File: src/rtl/deserializer.sv
// Serial-to-parallel receiver: collects LENGTH bits LSB first, framed by a
// start-of-frame strobe, and presents each completed word with a valid pulse.
module deserializer #(
    parameter int LENGTH = 24
) (
    input  logic              i_clk,
    input  logic              i_rst,
    input  logic              i_en,
    input  logic              i_sof,
    input  logic              i_din,
    output logic [LENGTH-1:0] ov_dout,
    output logic              o_dout_valid,
    output logic              o_busy,
    output logic              o_err
);

    localparam int CW = $clog2(LENGTH);
    localparam logic [CW-1:0] LAST = CW'(LENGTH - 1);

    typedef enum logic {
        IDLE,
        SHIFT
    } state_t;

    state_t            state, state_nx;
    logic [CW-1:0]     cnt, cnt_nx;
    logic [LENGTH-1:0] sreg, sreg_nx, dout_nx;
    logic              valid_nx, err_nx, busy_nx;

    always_ff @(posedge i_clk) begin
        if (i_rst) begin
            state        <= IDLE;
            cnt          <= '0;
            sreg         <= '0;
            ov_dout      <= '0;
            o_dout_valid <= 1'b0;
            o_err        <= 1'b0;
            o_busy       <= 1'b0;
        end else begin
            state        <= state_nx;
            cnt          <= cnt_nx;
            sreg         <= sreg_nx;
            ov_dout      <= dout_nx;
            o_dout_valid <= valid_nx;
            o_err        <= err_nx;
            o_busy       <= busy_nx;
        end
    end

    always_comb begin
        state_nx = state;
        cnt_nx   = cnt;
        sreg_nx  = sreg;
        dout_nx  = ov_dout;
        valid_nx = 1'b0;
        err_nx   = 1'b0;

        if (i_en) begin
            if (i_sof) begin
                // A strobe always opens a fresh frame; inside SHIFT it aborts the old one.
                err_nx     = (state == SHIFT);
                sreg_nx    = '0;
                sreg_nx[0] = i_din;
                cnt_nx     = CW'(1);
                state_nx   = SHIFT;
            end else if (state == SHIFT) begin
                sreg_nx[cnt] = i_din;
                cnt_nx       = cnt + CW'(1);
                if (cnt == LAST) begin
                    // Upper bits were cleared at frame start, so sreg_nx is the whole word.
                    dout_nx  = sreg_nx;
                    valid_nx = 1'b1;
                    cnt_nx   = '0;
                    state_nx = IDLE;
                end
            end
        end

        busy_nx = (state_nx == SHIFT);
    end

endmodule

File: config.mk
export PLATFORM = sky130hd
export DESIGN_NAME = deserializer
export DESIGN_NICKNAME = d
export VERILOG_FILES = /design/src/rtl/deserializer.sv
export SDC_FILE = /design/constraint.sdc
export NUM_CORES = 1
export LEC_CHECK = 0
export CAP_MARGIN = 10
export CORE_MARGIN = 3
export CORE_UTILIZATION = 55
export CTS_BUF_LIST = sky130_fd_sc_hd__clkbuf_4 sky130_fd_sc_hd__clkbuf_8 sky130_fd_sc_hd__clkbuf_16
export CTS_CLUSTER_DIAMETER = 150
export DETAILED_ROUTE_END_ITERATION = 10
export PLACE_DENSITY = 0.85
export SKIP_LAST_GASP = 1
export SLEW_MARGIN = 20
export SYNTH_ARGS = -nofsm -noshare
export SYNTH_HDL_FRONTEND = slang
export SYNTH_SLANG_ARGS = --single-unit
File: constraint.sdc
create_clock -name i_clk -period 1.9 [get_ports i_clk]
set_input_delay 0.475 -clock i_clk [delete_from_list [all_inputs] [get_ports i_clk]]
set_output_delay 0.475 -clock i_clk [all_outputs]
set_load 0.02 [all_outputs]
After elaboration in Yosys (flattened, before gate mapping)
Cells that the tools add are included.
{ "word_totals": {"register_bits": 56, "latch_bits": 0, "ramBits": 0, "rom_bits": 0, "input_bits": 5, "output_inout_bits": 27, "word_cells": 31, "mem_count": 0} }
{ "op_classes": {"n_addsub": 1, "multipliers": 0, "div_mod_pow": 0, "order_cmp": 2, "n_eq_ne": 1, "shift": 0, "muxes": 12, "bitwise_logic": 3, "reduce_logical": 6} }
{ "ops": {"columns": ["cell", "n"], "rows": [
  ["24-bit 2-to-1 mux", 2],
  ["24-bit bitwise mux", 1],
  ["5-bit 2-to-1 mux", 3],
  ["5-bit by 6-bit < comparator with 1-bit output, second input constant", 1],
  ["5-bit by 1-bit adder with 5-bit output, second input constant", 1],
  ["1-bit demux with 5-bit select", 1],
  ["5-bit equality test, second input constant", 1],
  ["5-bit by 1-bit greater-or-equal comparator with 1-bit output, second input constant", 1],
  ["1-bit 2-to-1 mux", 5],
  ["4-bit AND reduction", 1],
  ["4-bit OR reduction", 1],
  ["1-bit NOT", 3],
  ["3-bit OR reduction", 1],
  ["2-bit AND reduction", 1],
  ["2-bit nonzero test", 1],
  ["1-bit logical AND", 1]
]} }

Depth between registers and ports, before layout
Gate-level depths: netlist of the first run.
{ "logic_depth": {"ltp_word": 7, "ltp_mapped": 6, "mapped_depth_nobuf": 5} }

Least setup slack after synthesis of the first run
No wires, ideal clock.
{ "synth_timing": {"path_kind": "register to register", "startpoint": "register cnt[0]", "endpoint": "register ov_dout[0]", "setup_ns": 0.088, "arrival_ns": 1.565, "required_ns": 1.812, "path_slack_ns": 0.247, "path_stages_with_launch": 6, "path_buffers": 0, "synth_period_minus_slack_ns": 1.653, "cell_sequence": "dfxtp_1 inv_1 ha_1 or4b_4 or2_0 a311oi_2"} }
{ "synth_between": {"elab_chain_cells": 5, "word_cells_on_any_way": 8, "cone_classes": "order compare: 2; eq/ne: 1; mux: 3; reduce/logical: 2"} }
{ "synth_rtl": {"columns": ["element", "line", "rtl"], "rows": [
  ["start: declaration", "26", "logic [CW-1:0] cnt, cnt_nx;"],
  ["start signal: assignment", "41", "cnt <= cnt_nx;"],
  ["5-bit by 6-bit < comparator with 1-bit output (implied by the code) / 5-bit by 1-bit greater-or-equal comparator with 1-bit output (equally long branches)", "67", "sreg_nx[cnt] = i_din;"],
  ["1-bit logical AND (implied by the code)", "67", null],
  ["1-bit 2-to-1 mux (implied by the code)", "67", null],
  ["1-bit demux with 5-bit select", "67", null],
  ["24-bit bitwise mux", "67", null],
  ["end signal: assignment", "43", "ov_dout <= dout_nx;"],
  ["end: declaration", "11", "output logic [LENGTH-1:0] ov_dout,"]
]} }
Parallel ways exist; a longest one is shown, timed or not.
A chain may end at the register's enable or synchronous reset.

Worst setup path in the final report of the first run
{ "layout_timing": {"startpoint": "register cnt[1]", "endpoint": "register ov_dout[0]"} }
Same word-level chain as after synthesis.

==> summary.md, run 1 <==
| Metric | Value |
|---|---|
| GPL Wtd Cong | roughly 0.84 |
| Least-Margin Pin Slew | 0.489 ns |
| Rows | 24 |
| Final setup vio count | 0 |
| Clk_skew | ~0.0083 ns |
| DRC violations left | 0 |
| P_int | around 0.0016 W |
| Largest net degree at the start of global routing | 25 |
| Depth of the CTS H-tree | 2 |
| Synthesized cell area | 2600 µm² |
| Syn nets | 264 |
| TritonCTS Buffers | 5 |
| Synth Instances | around 250 |
| Seq pwr share | between 50% and 60% |
| WP data arrival | 1.98 ns |
| Synth top area share | between 40% and 50% |
| TNS Setup | 0 ns |
| Die area | roughly 5600 µm² |
| Top cells by area, synth | dfxtp_1 (43%), mux2i_1 (9.2%), o2bb2ai_1 (7.7%), a211oi_1 (6.6%), a21oi_1 (5.0%) |
| CP max stage cell | or4b_4 |
| Seq cells post-synth | between 50 and 60 |
| DP Area | about 3000 µm² |
| Routed len/inst | 17.0 µm |
| Ys flop type | dfxtp_1 |
| Worst hold-check path type | reg2reg |
| Gate power share | under 10% |
| Status | finished, final reports clean |
| Synth Warn # | 0 |
| Post-route cell area | between 3000 and 4000 µm² |
| Final hold violations | 0 |
| Final Non-Filler Cells | 337 |
| # IOs | 32 |
| GRT Resource Usage Total | about 22% |
| M1 GR Usage | just under 30% |
| Critical path required time | about 2.1 ns |
| Initial core utilization | approximately three fifths |
| Post-CTS Setup Bufs | 0 |
| Power per cell area | 653 nW/µm² |
| Lkg Pwr | roughly 1.1 nW |
| Crit path capture type | flop |
| First-pass GRT wire length | 9660 µm |
| Setup CP Type | reg2reg |
| Final core utilization | 70.1% |
| Most used routing layer | met2 |
| Hold Buf Count CTS | 0 |
| Startpoint Class | flop |
| Crit path largest cell delay | ~0.49 ns |
| Core box area | around 4500 µm² |
| Highest net fanout along the worst path | 7 |
| R2R depth | 5 |
| Share of cells above drive strength 1 | 15.4% |
| Routed vias/inst | between 6 and 7 |
| Post-synth top cells | dfxtp_1 (56), a21oi_1 (26), mux2i_1 (24), a211oi_1 (23), o2bb2ai_1 (23) |
| Unique cell type count in the Yosys netlist | 39 |
| Antenna violations before repair | 0 |
| Minimum clock period | 1.76 ns |
| Die H | about 75 µm |
| Max-slew headroom | between 60% and 70% |
| Net switching share of the total power | 21.6% |
| Worst path cell trace | inv_1 -> ha_1 -> or4b_4 -> or2_0 -> a311oi_2 |
| Pins Over Slew Limit | 0 |
| Yosys top cell by area | dfxtp_1 |
| Max_cap viols | 0 |
| Via count | ~2100 |
| # diodes | 0 |
| Gr ovfl total | 0 |
| Die Width | 74.8 µm |
| Sequential fraction of the synthesis area | between 40% and 50% |
| Vias in the first global route | ~2000 |
| EDFF count, synth | 0 |
| Port buffer count | 31 |
| RSZ-0062 raised after global routing | false |
| Met3 global-route usage | ~4.5% |
| Average cell area after synthesis | roughly 10 µm² |
| Clock root buffer | clkbuf_8 |
| Routed wire length | between 5000 and 6000 µm |
| FILL cells | around 330 |
| HPWL after DPL | 3940 µm |
| Ys async rst share | 0% |
| Peak supply drop | 0.468 mV |
| Layout Nets | roughly 300 |
| Final hold slack | around 0.47 ns |
| Met2 Usage GRT | 35.3% |
| Cell count of the worst hold path | 1 |
| Tcrit/Tclk final | between 90% and 100% |
| Area Overhead vs Synth | 20.6% |
| Clk Latency, worst-skew pair | around 0.30 ns |
| Iteration-0 DRC count of the detailed router | 192 |
| Clock slew at reported path FFs | around 0.10 ns |
| Clock Tree Buf Depth | 2 |
| Max Fclk | approximately 570 MHz |
| Placed cell count | 331 |
| Clock sinks | 56 |
| First-pass DRT Iterations | 4 |
| Sw Pwr | ~0.00044 W |
| Clk network pwr share | between 30% and 40% |
| Top-count cell post-synth | dfxtp_1 |
| Post-route ant nets | 0 |
| TritonCTS clock tree | built |
[through the flow]
step / total power [W] / setup WS [ns]
global placement: 0.00133 / 0.0120
finish: 0.00205 / 0.144
global route: 0.00211 / 0.0366
CTS: 0.00206 / 0.0145
detailed placement: 0.00133 / -0.0500
floorplan: 0.00128 / 0.247
[final cells by class]
class                   instances  area (µm²)  area share [%]
well taps                      52        65.1            2.07
multi-input cells             161        1320            41.9
clock inverters                 1        30.0           0.957
clock buffers                   5        68.8            2.19
inverters                       6        22.5           0.718
flip-flops and latches         56        1120            35.8
repair buffers                 56         513            16.3
[routing by layer]
layer / vias up / wire (µm)
li1: 1029 / -
met4: 0 / 157
met5: - / 0
met3: 16 / 203
met1: 1008 / 2640
met2: 53 / 2720
[power groups by stage]
stage                     registers (W)  clock network, W   logic, W
after floorplan                 0.00121                 0  0.0000686
after global placement          0.00121                 0   0.000117
after detailed placement        0.00121                 0   0.000121
after CTS                       0.00119          0.000754   0.000122
after global routing            0.00119          0.000789   0.000133
final                           0.00119          0.000742   0.000122
[final timing paths]
check	endpoint	slack [ns]	start
worst min-delay path	sreg[13]	0.47	sreg[13]
worst max register to register	ov_dout[0]	0.14	cnt[1]
worst min register to register	sreg[13]	0.47	sreg[13]
worst max-delay path	ov_dout[0]	0.14	cnt[1]
[cell usage in the layout, fill, tap and decap left out, types with 2 or more instances in the layout]
master,instances
dfxtp_1,55
clkdlybuf4s50_1,30
a21oi_1,26
mux2i_1,24
buf_4,24
o2bb2ai_1,23
a211oi_1,23
and4bb_2,9
nand4b_1,9
ha_1,7
inv_1,6
clkbuf_8,5
nand2_1,4
nor2_1,3
nor4bb_1,3
nor4b_1,3
nand3_1,3
nand2b_1,2
o21ai_0,2
nor3b_1,2
[cells by family (layout without fill, tap and decap cells)]
logic type,Yosys count,after routing,share of synthesized area [%]
simple gates,47,47,15.2
mux,24,24,9.24
fa+ha+maj,7,7,3.37
buf+inv,35,68,6.30
compound gates,83,83,22.8
flops,56,56,43.1
[repair_timing]
item	in CTS	in global routing
resized for setup	0	2
hold endpoints to repair	0	0
endpoints found under the setup margin	0	2
[registers in the layout, indices dropped and copies added, names as in the netlist]
register	count
sreg	24
o_err	1
o_dout_valid	1
ov_dout	24
cnt	5
state	1
[worst max-delay path, delay by kind of cell (launching register included)]
kind / cells / cell delay (ns)
flip-flops: 1 / 0.39
adder cells (fa/ha/maj): 1 / 0.21
AND/OR/NAND/NOR: 2 / 0.72
buffers and inverters: 1 / 0.13
AO/OA/AOI/OAI: 1 / 0.22
No activity file was read; power rests on OpenSTA's default activity.
==> run 2: changes to the inputs <==
--- a/config.mk
+++ b/config.mk
@@ -9,7 +9,7 @@
 export CORE_MARGIN = 3
 export CORE_UTILIZATION = 55
 export CTS_BUF_LIST = sky130_fd_sc_hd__clkbuf_4 sky130_fd_sc_hd__clkbuf_8 sky130_fd_sc_hd__clkbuf_16
-export CTS_CLUSTER_DIAMETER = 150
+export CTS_CLUSTER_DIAMETER = 30
 export DETAILED_ROUTE_END_ITERATION = 10
 export PLACE_DENSITY = 0.85
 export SKIP_LAST_GASP = 1
==> results of run 2 <==
Final layout, timing and power as in run 1 (identical DEF).
